<file path="config.mk">
export PLATFORM = sky130hd
export DESIGN_NAME = us_scan_scheduler
export DESIGN_NICKNAME = d
export VERILOG_FILES = /design/src/rtl/us_pkg.sv /design/src/rtl/us_rr_pick.sv /design/src/rtl/us_scan_scheduler.sv
export SDC_FILE = /design/constraint.sdc
export NUM_CORES = 1
export LEC_CHECK = 0
export CAP_MARGIN = 5
export CELL_PAD_IN_SITES_DETAIL_PLACEMENT = 1
export CELL_PAD_IN_SITES_GLOBAL_PLACEMENT = 1
export CORE_MARGIN = 2
export CORE_UTILIZATION = 41
export CTS_BUF_LIST = sky130_fd_sc_hd__clkbuf_8
export DETAILED_ROUTE_END_ITERATION = 12
export PLACE_DENSITY = 0.87
export REMOVE_ABC_BUFFERS = 1
export SLEW_MARGIN = 20
export SYNTH_ARGS = -nofsm -noshare
export SYNTH_HDL_FRONTEND = slang
export SYNTH_SLANG_ARGS = --single-unit
</file>
<file path="constraint.sdc">
create_clock -name clk -period 2.3 [get_ports clk]
set_input_delay 0.345 -clock clk [delete_from_list [all_inputs] [get_ports clk]]
set_output_delay 0.345 -clock clk [all_outputs]
set_load 0.005 [all_outputs]
</file>
<file path="src/rtl/us_pkg.sv">
// Shared types and default timing for the ultrasonic scan scheduler.
// Latency: n/a (declarations only).
// Backpressure: n/a.
//
// Contents: scan FSM state encoding, channel-index width helper, default timing at 50 MHz.
package us_pkg;

    // Default timing constants, 50 MHz core clock
    localparam int START_CYC_DEF   = 2;        // trigger level width
    localparam int TIMEOUT_CYC_DEF = 1500000;  // 30 ms echo window
    localparam int GUARD_CYC_DEF   = 3000000;  // 60 ms acoustic settle gap

    typedef enum logic [2:0] {
        IDLE      = 3'd0,
        SELECT    = 3'd1,
        START     = 3'd2,
        WAIT_DONE = 3'd3,
        GUARD     = 3'd4
    } us_state_e;

    // Width of a channel index; never below 1 bit
    function automatic int ch_w(input int n);
        return (n > 1) ? $clog2(n) : 1;
    endfunction

    function automatic int max2(input int a, input int b);
        return (a > b) ? a : b;
    endfunction

endpackage

</file>
<file path="src/rtl/us_rr_pick.sv">
// Round-robin channel picker: first enabled channel strictly after the last one served.
// Latency: combinational.
// Backpressure: none.
//
// Ports:
//   mask_i  channels participating in the scan
//   last_i  channel served most recently
//   next_o  channel to serve next (equals last_i when it is the only one set)
//   any_o   at least one channel is enabled
module us_rr_pick
    import us_pkg::*;
#(
    parameter int N_CH = 4,
    parameter int CH_W = ch_w(N_CH)
) (
    input  logic [N_CH-1:0] mask_i,
    input  logic [CH_W-1:0] last_i,
    output logic [CH_W-1:0] next_o,
    output logic            any_o
);

    always_comb begin
        next_o = last_i;
        any_o  = |mask_i;
        // Wrap candidate: lowest set bit overall. Iterating downwards lets the
        // lowest index win; this also covers "only last_i set" -> last_i again.
        for (int i = N_CH - 1; i >= 0; i--) begin
            if (mask_i[i]) begin
                next_o = CH_W'(i);
            end
        end
        // Preferred candidate: lowest set bit above last_i, overrides the wrap.
        for (int i = N_CH - 1; i >= 0; i--) begin
            if (mask_i[i] && (CH_W'(i) > last_i)) begin
                next_o = CH_W'(i);
            end
        end
    end

endmodule

</file>
<file path="src/rtl/us_scan_scheduler.sv">
// Time-multiplexes N_CH ultrasonic rangers so only one pings at a time; latches near/timeout per channel.
// Latency: first meas_start 2 clk after enable rises in IDLE; result_valid 1 clk after done/timeout.
// Backpressure: none; units answer with a done pulse, a silent unit is cut off after TIMEOUT_CYC.
//
// Ports:
//   clk, reset_n      clock, synchronous active-low reset
//   enable_i          level, scanning allowed
//   ch_mask_i         channels participating (sampled once per pick)
//   meas_done_i       1-cycle done pulse per unit
//   meas_near_i       near result per unit, valid with its done pulse
//   meas_start_o      one-hot trigger level, START_CYC cycles
//   active_ch_o       channel currently served
//   busy_o            FSM not idle
//   near_flags_o      last valid near result per channel
//   tmo_flags_o       last attempt on channel timed out
//   result_valid_o    1-cycle pulse when a channel finishes
module us_scan_scheduler
    import us_pkg::*;
#(
    parameter int  N_CH        = 4,
    parameter int  START_CYC   = START_CYC_DEF,
    parameter int  TIMEOUT_CYC = TIMEOUT_CYC_DEF,
    parameter int  GUARD_CYC   = GUARD_CYC_DEF,
    localparam int CH_W        = ch_w(N_CH)
) (
    input  logic            clk,
    input  logic            reset_n,
    input  logic            enable_i,
    input  logic [N_CH-1:0] ch_mask_i,
    input  logic [N_CH-1:0] meas_done_i,
    input  logic [N_CH-1:0] meas_near_i,
    output logic [N_CH-1:0] meas_start_o,
    output logic [CH_W-1:0] active_ch_o,
    output logic            busy_o,
    output logic [N_CH-1:0] near_flags_o,
    output logic [N_CH-1:0] tmo_flags_o,
    output logic            result_valid_o
);

    // One counter shared by START, WAIT_DONE and GUARD; START_CYC is folded in
    // so an unusually long trigger width can never overflow it.
    localparam int CNT_W = $clog2(max2(max2(TIMEOUT_CYC, GUARD_CYC), START_CYC) + 1);

    localparam logic [CNT_W-1:0] START_LAST = CNT_W'(START_CYC - 1);
    localparam logic [CNT_W-1:0] TMO_LAST   = CNT_W'(TIMEOUT_CYC - 1);
    localparam logic [CNT_W-1:0] GUARD_LAST = CNT_W'(GUARD_CYC - 1);
    localparam logic [CH_W-1:0]  LAST_RST   = CH_W'(N_CH - 1);

    us_state_e         state_q, state_d;
    logic [CNT_W-1:0]  cnt_q, cnt_d;
    logic [CH_W-1:0]   active_ch_q, active_ch_d;
    logic [CH_W-1:0]   last_ch_q, last_ch_d;
    logic [N_CH-1:0]   near_q, near_d;
    logic [N_CH-1:0]   tmo_q, tmo_d;
    logic              rv_q, rv_d;

    logic [CH_W-1:0]   pick_ch;
    logic              pick_any;
    logic              act_done;
    logic              scan_ok;

    us_rr_pick #(
        .N_CH (N_CH),
        .CH_W (CH_W)
    ) u_pick (
        .mask_i (ch_mask_i),
        .last_i (last_ch_q),
        .next_o (pick_ch),
        .any_o  (pick_any)
    );

    // Only the served unit's done pulse counts; others are ignored everywhere.
    assign act_done = meas_done_i[active_ch_q];
    assign scan_ok  = enable_i && (|ch_mask_i);

    always_comb begin
        state_d     = state_q;
        cnt_d       = cnt_q + CNT_W'(1);
        active_ch_d = active_ch_q;
        last_ch_d   = last_ch_q;
        near_d      = near_q;
        tmo_d       = tmo_q;
        rv_d        = 1'b0;

        case (state_q)
            IDLE: begin
                cnt_d = '0;
                if (scan_ok) begin
                    state_d = SELECT;
                end
            end

            SELECT: begin
                cnt_d = '0;
                // Mask may have cleared in the one cycle since GUARD checked it.
                if (pick_any) begin
                    state_d     = START;
                    active_ch_d = pick_ch;
                    last_ch_d   = pick_ch;
                end else begin
                    state_d = IDLE;
                end
            end

            START: begin
                // Done pulses here are deliberately ignored: a real echo cannot
                // end before the trigger does.
                if (cnt_q == START_LAST) begin
                    state_d = WAIT_DONE;
                    cnt_d   = '0;
                end
            end

            WAIT_DONE: begin
                // Done is tested first so a done on the final cycle beats timeout.
                if (act_done) begin
                    near_d[active_ch_q] = meas_near_i[active_ch_q];
                    tmo_d[active_ch_q]  = 1'b0;
                    rv_d                = 1'b1;
                    state_d             = GUARD;
                    cnt_d               = '0;
                end else if (cnt_q == TMO_LAST) begin
                    tmo_d[active_ch_q] = 1'b1;
                    rv_d               = 1'b1;
                    state_d            = GUARD;
                    cnt_d              = '0;
                end
            end

            GUARD: begin
                // Enable/mask only take effect here, so a running measurement
                // and its guard gap always finish.
                if (cnt_q == GUARD_LAST) begin
                    cnt_d   = '0;
                    state_d = scan_ok ? SELECT : IDLE;
                end
            end

            default: begin
                state_d = IDLE;
                cnt_d   = '0;
            end
        endcase
    end

    always_ff @(posedge clk) begin
        if (!reset_n) begin
            state_q     <= IDLE;
            cnt_q       <= '0;
            active_ch_q <= '0;
            last_ch_q   <= LAST_RST;  // first pick lands on ch0
            near_q      <= '0;
            tmo_q       <= '0;
            rv_q        <= 1'b0;
        end else begin
            state_q     <= state_d;
            cnt_q       <= cnt_d;
            active_ch_q <= active_ch_d;
            last_ch_q   <= last_ch_d;
            near_q      <= near_d;
            tmo_q       <= tmo_d;
            rv_q        <= rv_d;
        end
    end

    // Trigger decoded from registered state so it drops on the same edge that
    // leaves START (including a reset edge).
    always_comb begin
        meas_start_o = '0;
        if (state_q == START) begin
            meas_start_o[active_ch_q] = 1'b1;
        end
    end

    assign active_ch_o    = active_ch_q;
    assign busy_o         = (state_q != IDLE);
    assign near_flags_o   = near_q;
    assign tmo_flags_o    = tmo_q;
    assign result_valid_o = rv_q;

endmodule

</file>
---- Word-level counts from Yosys, hierarchy flattened ----
Cells that the tools add are included.
storage, ports and cells
  register bits after elaboration ......... 38
operators by class
  add/sub/neg operators ................... 1
  $lt $le $gt $ge ......................... 6
  equal/unequal tests ..................... 11
  muxes and demuxes ....................... 33
  bitwise operators ....................... 3
  reductions and logical operators ........ 15
operators by type and width
  operator                                           number
  2-to-1 mux 22 bit                                  4
  case mux 22 bit (3 select lines)                   1
  adder 22 x 1 -> 22 bit, second input constant      1
  == test 22 x 1 -> 1 bit, second input constant     1
  == test 22 x 21 -> 1 bit, second input constant    1
  == test 22 bit, second input constant              1
  2-to-1 mux 2 bit                                   9
  2-to-1 mux 3 bit                                   5
  case mux 3 bit (5 select lines)                    1
  2-to-1 mux 4 bit                                   3
  AND reduction 2 bit                                4
  == test 3 x 2 -> 1 bit, second input constant      2
  logical AND 1 bit                                  6
  2-to-1 mux 1 bit                                   6
  != test 2 bit, second input constant               3
  bitwise AND 4 bit                                  1
  binary-select mux 1 bit (select 2 bit)             2
  bitwise mux 4 bit                                  1
  > comparator 1 x 2 -> 1 bit, first input constant  2
  > comparator 2 bit, first input constant           2
  inverter 4 bit                                     1
  OR 4 bit                                           1
  AND reduction 4 bit                                1
  OR reduction 4 bit                                 1
  9 further kinds                                    9

---- Depth between registers and ports, before layout ----
  depth in word-level cells ............... 8
  gate-level depth with buffers ........... 7
  gate-level depth less buffers ........... 6

---- Modules after synthesis ----
From an unflattened synthesis, not the netlist that was laid out.
second synthesis, totals
  cell total of the unflattened synthesis .. 220
  area total of the unflattened synthesis .. 1870.5 um^2
modules (own cells, without submodules)
  module             instances  cells each  area each (um^2)  sequential area each (um^2)
  us_scan_scheduler  1          207         1791.7            760.7
  us_rr_pick         1          13          78.8              0.0

---- Worst setup path after synthesis ----
No wires, ideal clock.
  path kind ............................... register to register
  start ................................... reg cnt_q[10]
  end ..................................... reg cnt_q[14]
  data arrival time ....................... 1.984 ns
  data required time ...................... 2.185 ns
  path slack .............................. 0.201 ns
  stages on the path, launching flop included .. 8
  buffers on the path ..................... 2
  period minus slack after synthesis ...... 2.099 ns
  path through ............................ dfxtp_1 > buf_6 > or4_4 > nor4_4 > a311oi_2 > o41ai_4 > buf_6 > nor2_1
between the ends
  cells in the longest elaborated chain, start to end .. 4
RTL lines
  what                                                                       RTL line                                           source
  start: declaration                                                         us_scan_scheduler.sv:50                            logic [CNT_W-1:0] cnt_q, cnt_d;
  start signal: assignment                                                   us_scan_scheduler.sv:157                           cnt_q <= cnt_d;
  adder 22 x 1 -> 22 bit / == test 22 x 21 -> 1 bit (equally long branches)  us_scan_scheduler.sv:78, us_scan_scheduler.sv:122
  2-to-1 mux 22 bit                                                          us_scan_scheduler.sv:122                           end else if (cnt_q == TMO_LAST) begin
  2-to-1 mux 22 bit                                                          us_scan_scheduler.sv:116                           if (act_done) begin
  case mux 22 bit (3 select lines) *                                         us_scan_scheduler.sv:85                            case (state_q)
Mark *: on every way between the ends. The rest lies on a longest branch, timed or not.
A chain may end at the register's enable or synchronous reset.

---- Worst setup path in the final report ----
  start ................................... reg state_q[1]
  end ..................................... out meas_start_o[0]
between the ends
  cells in the longest elaborated chain, start to end .. 2
RTL lines
  what                      RTL line                  source
  start: declaration        us_scan_scheduler.sv:49   us_state_e state_q, state_d;
  start signal: assignment  us_scan_scheduler.sv:156  state_q <= state_d;
  == test 3 x 2 -> 1 bit    us_scan_scheduler.sv:170  if (state_q == START) begin
  2-to-1 mux 4 bit          us_scan_scheduler.sv:170
  end: declaration          us_scan_scheduler.sv:32   output logic [N_CH-1:0] meas_start_o,
Every way passes these cells.

==> flow_summary.json <==
{
  "status": "completed",
  "required_ns": 1.96,
  "place_area_sq_um": 2290,
  "design_area_sq_um": 2380,
  "final_common_cell": "nor2_1",
  "avgViaCountPerCell": 5.51,
  "cts_tree": "built",
  "crit_path_max_fanout": 6,
  "drive_gt1_share_pct": 8.33,
  "drt-total-wl_um": 4750,
  "cts.hold.buffers_added": 0,
  "clock-sinks": 38,
  "grt_usage_pct": 20.3,
  "grt_pass1_wl_um": 8170,
  "crit_path_start_kind": "register",
  "grt_pass1_vias": 1809,
  "ys_async_sr_fraction_pct": 0,
  "place.gp.congestion": 0.826,
  "synth_edf_count": 0,
  "avgSynthCellArea_sq_um": 8.48,
  "clockRootBuffer": "clkbuf_8",
  "min_path_type": "reg -> reg",
  "remaining_drc_errors": 0,
  "setup_slack_ns": 0.153,
  "ys.warnings.count": 0,
  "crit_chain": "nor2b_1 -> nand2b_1 -> nor3_1 -> clkdlybuf4s50_1",
  "setup_viol": 0,
  "cpPeakStageDelay_ns": 0.52,
  "crit_type": "reg -> out",
  "post-route-util_pct": 54.2,
  "cts_buffers": 5,
  "n_antenna_cell": 0,
  "fin_nets": 281,
  "antenna_found_initial": 0,
  "clock_path_buffers": 2,
  "mostFrequentLayoutCells": "nor2_1 (46), dfxtp_1 (38), clkdlybuf4s50_1 (30), nand2_1 (17), nand3_1 (15)",
  "grt_overflow": 0,
  "drtIter0Drc": 46,
  "syn_inst": 222,
  "ys_ff_latch": 38,
  "crit_path_top_delay_cell": "clkdlybuf4s50_1",
  "static-leakage-power_nw": 0.884,
  "vias": 1740,
  "finalCritPeriodShare_pct": 93.4,
  "cts.htree.levels": 2,
  "pin_count": 31,
  "dieArea_sq_um": 5150,
  "dp.cells": 308,
  "core_area_sq_um": 4380,
  "syn2layout_area_growth_pct": 26.3,
  "rows": 24,
  "drv_slew": 0,
  "initial_core_util_pct": 42.9,
  "syn_area_sq_um": 1880,
  "rsz0062_at_grt": "false",
  "grt_start_max_net_pins": 23,
  "seq_area_frac_synth_pct": 40.4,
  "io_buffers": 30,
  "drv_cap": 0,
  "synth_ff_type": "dfxtp_1",
  "finClkSkew_ns": 0.00299,
  "worstSetupEndpointType": "primary output",
  "die_w_um": 71.7,
  "die_h_um": 71.7,
  "dp_hpwl_um": 3650,
  "fmax_mhz": 466,
  "place_ws_ns": 0.109,
  "clkLatencyLatePin_ns": 0.29,
  "dr.pass1.iters": 4,
  "ir_worst_vdd_v": 0.000355,
  "power_density_nw_per_um2": 599,
  "cp.arrival_ns": 1.80,
  "period_minus_slack_ns": 2.15,
  "layout.cells.non_filler": 316,
  "synth.distinct_cells": 41,
  "finalHoldViolCount": 0,
  "clkSlewWorstSetupHoldPaths_ns": 0.07,
  "wl_per_cell_um": 15.0,
  "relSlewSlack_pct": 67.9,
  "tightest_slew_ns": 0.479,
  "ant_nets": 0
}
==> final cells by class <==
| cell class | count | area (sq um) |
|---|---|---|
| inverters | 7 | 26.3 |
| flip-flops and latches | 38 | 761 |
| repair buffers | 42 | 403 |
| well taps | 52 | 65.1 |
| multi-input cells | 170 | 1050 |
| clock inverters | 2 | 7.51 |
| fillers | 548 | 2010 |
| clock buffers | 5 | 68.8 |
==> worst max-delay path, delay by kind of cell (launching register included) <==
| kind | cells | cell delay [ns] |
|---|---|---|
| AND/OR/NAND/NOR | 3 | 0.57 |
| buffers and inverters | 1 | 0.52 |
| flip-flops | 1 | 0.42 |
==> worst paths after layout <==
path / start / end / slack (ns) / cells after the start
setup / recovery: state_q[1] / meas_start_o[0] / 0.15 / 4
hold / removal: register / register / 0.48 / 2
setup reg to reg: cnt_q[16] / cnt_q[4] / 0.19 / 6
hold reg to reg: register / register / 0.48 / 2
==> per-stage QoR <==
step	hold slack [ns]	power (mW)	setup TNS, ns
after floorplan	0.421	0.871	-0.250
after global placement	0.454	1.00	0
after detailed placement	0.477	1.02	0
after CTS	0.487	1.44	0
after global routing	0.517	1.50	0
final	0.480	1.42	0
==> power by group <==
| group | internal, mW | total, mW | leakage, nW | switching [mW] |
|---|---|---|---|---|
| clock | 0.200 | 0.419 | 0.0466 | 0.220 |
| sequential | 0.684 | 0.723 | 0.307 | 0.0389 |
| combinational | 0.147 | 0.283 | 0.531 | 0.136 |
==> what timing repair did <==
| item | CTS | global route |
|---|---|---|
| gates resized for setup | 0 | 0 |
| setup buffers | 0 | 1 |
| endpoints found under the setup margin | 0 | 1 |
==> routing by layer <==
| metal | track usage (%) | share of wire, % | vias up |
|---|---|---|---|
| met4 | 6.92 | 1.5 | 0 |
| met5 | 0 | 0 | - |
| met2 | 36.9 | 51 | 30 |
| met1 | 23.2 | 43 | 844 |
| li1 | - | - | 860 |
| met3 | 4.92 | 4.1 | 6 |
==> Yosys cell counts (2+ instances only) <==
cell type / number / area share [%]
o21ai_0: 6 / 1.6
nand2b_1: 4 / 1.3
inv_1: 7 / 1.4
o31ai_1: 3 / 1.2
a31oi_1: 2 / 0.66
mux2i_1: 4 / 2.1
nor3_1: 7 / 1.9
buf_6: 3 / 1.8
clkbuf_1: 4 / 0.80
xnor2_1: 9 / 4.2
ha_1: 2 / 1.3
nand3_1: 15 / 4.0
dfxtp_1: 38 / 40
xor2_1: 12 / 5.6
and3_1: 3 / 1.0
a21oi_1: 5 / 1.3
nand2_1: 17 / 3.4
nand4_1: 9 / 3.0
nand3b_1: 2 / 0.80
nor2_1: 46 / 9.2
nor4_1: 4 / 1.3
==> cells by family (layout without fill, tap and decap cells) <==
| logic type | Yosys count | after routing | synth area share (%) |
|---|---|---|---|
| AND/OR/NAND/NOR | 116 | 116 | 30.5 |
| flip-flops | 38 | 38 | 40.4 |
| AO/OA/AOI/OAI | 26 | 26 | 10.7 |
| XOR/XNOR | 21 | 21 | 9.77 |
| buffers and inverters | 14 | 56 | 3.99 |
| multiplexers | 5 | 5 | 3.32 |
| adder cells (fa/ha/maj) | 2 | 2 | 1.33 |
No activity file was read; power rests on OpenSTA's default activity.
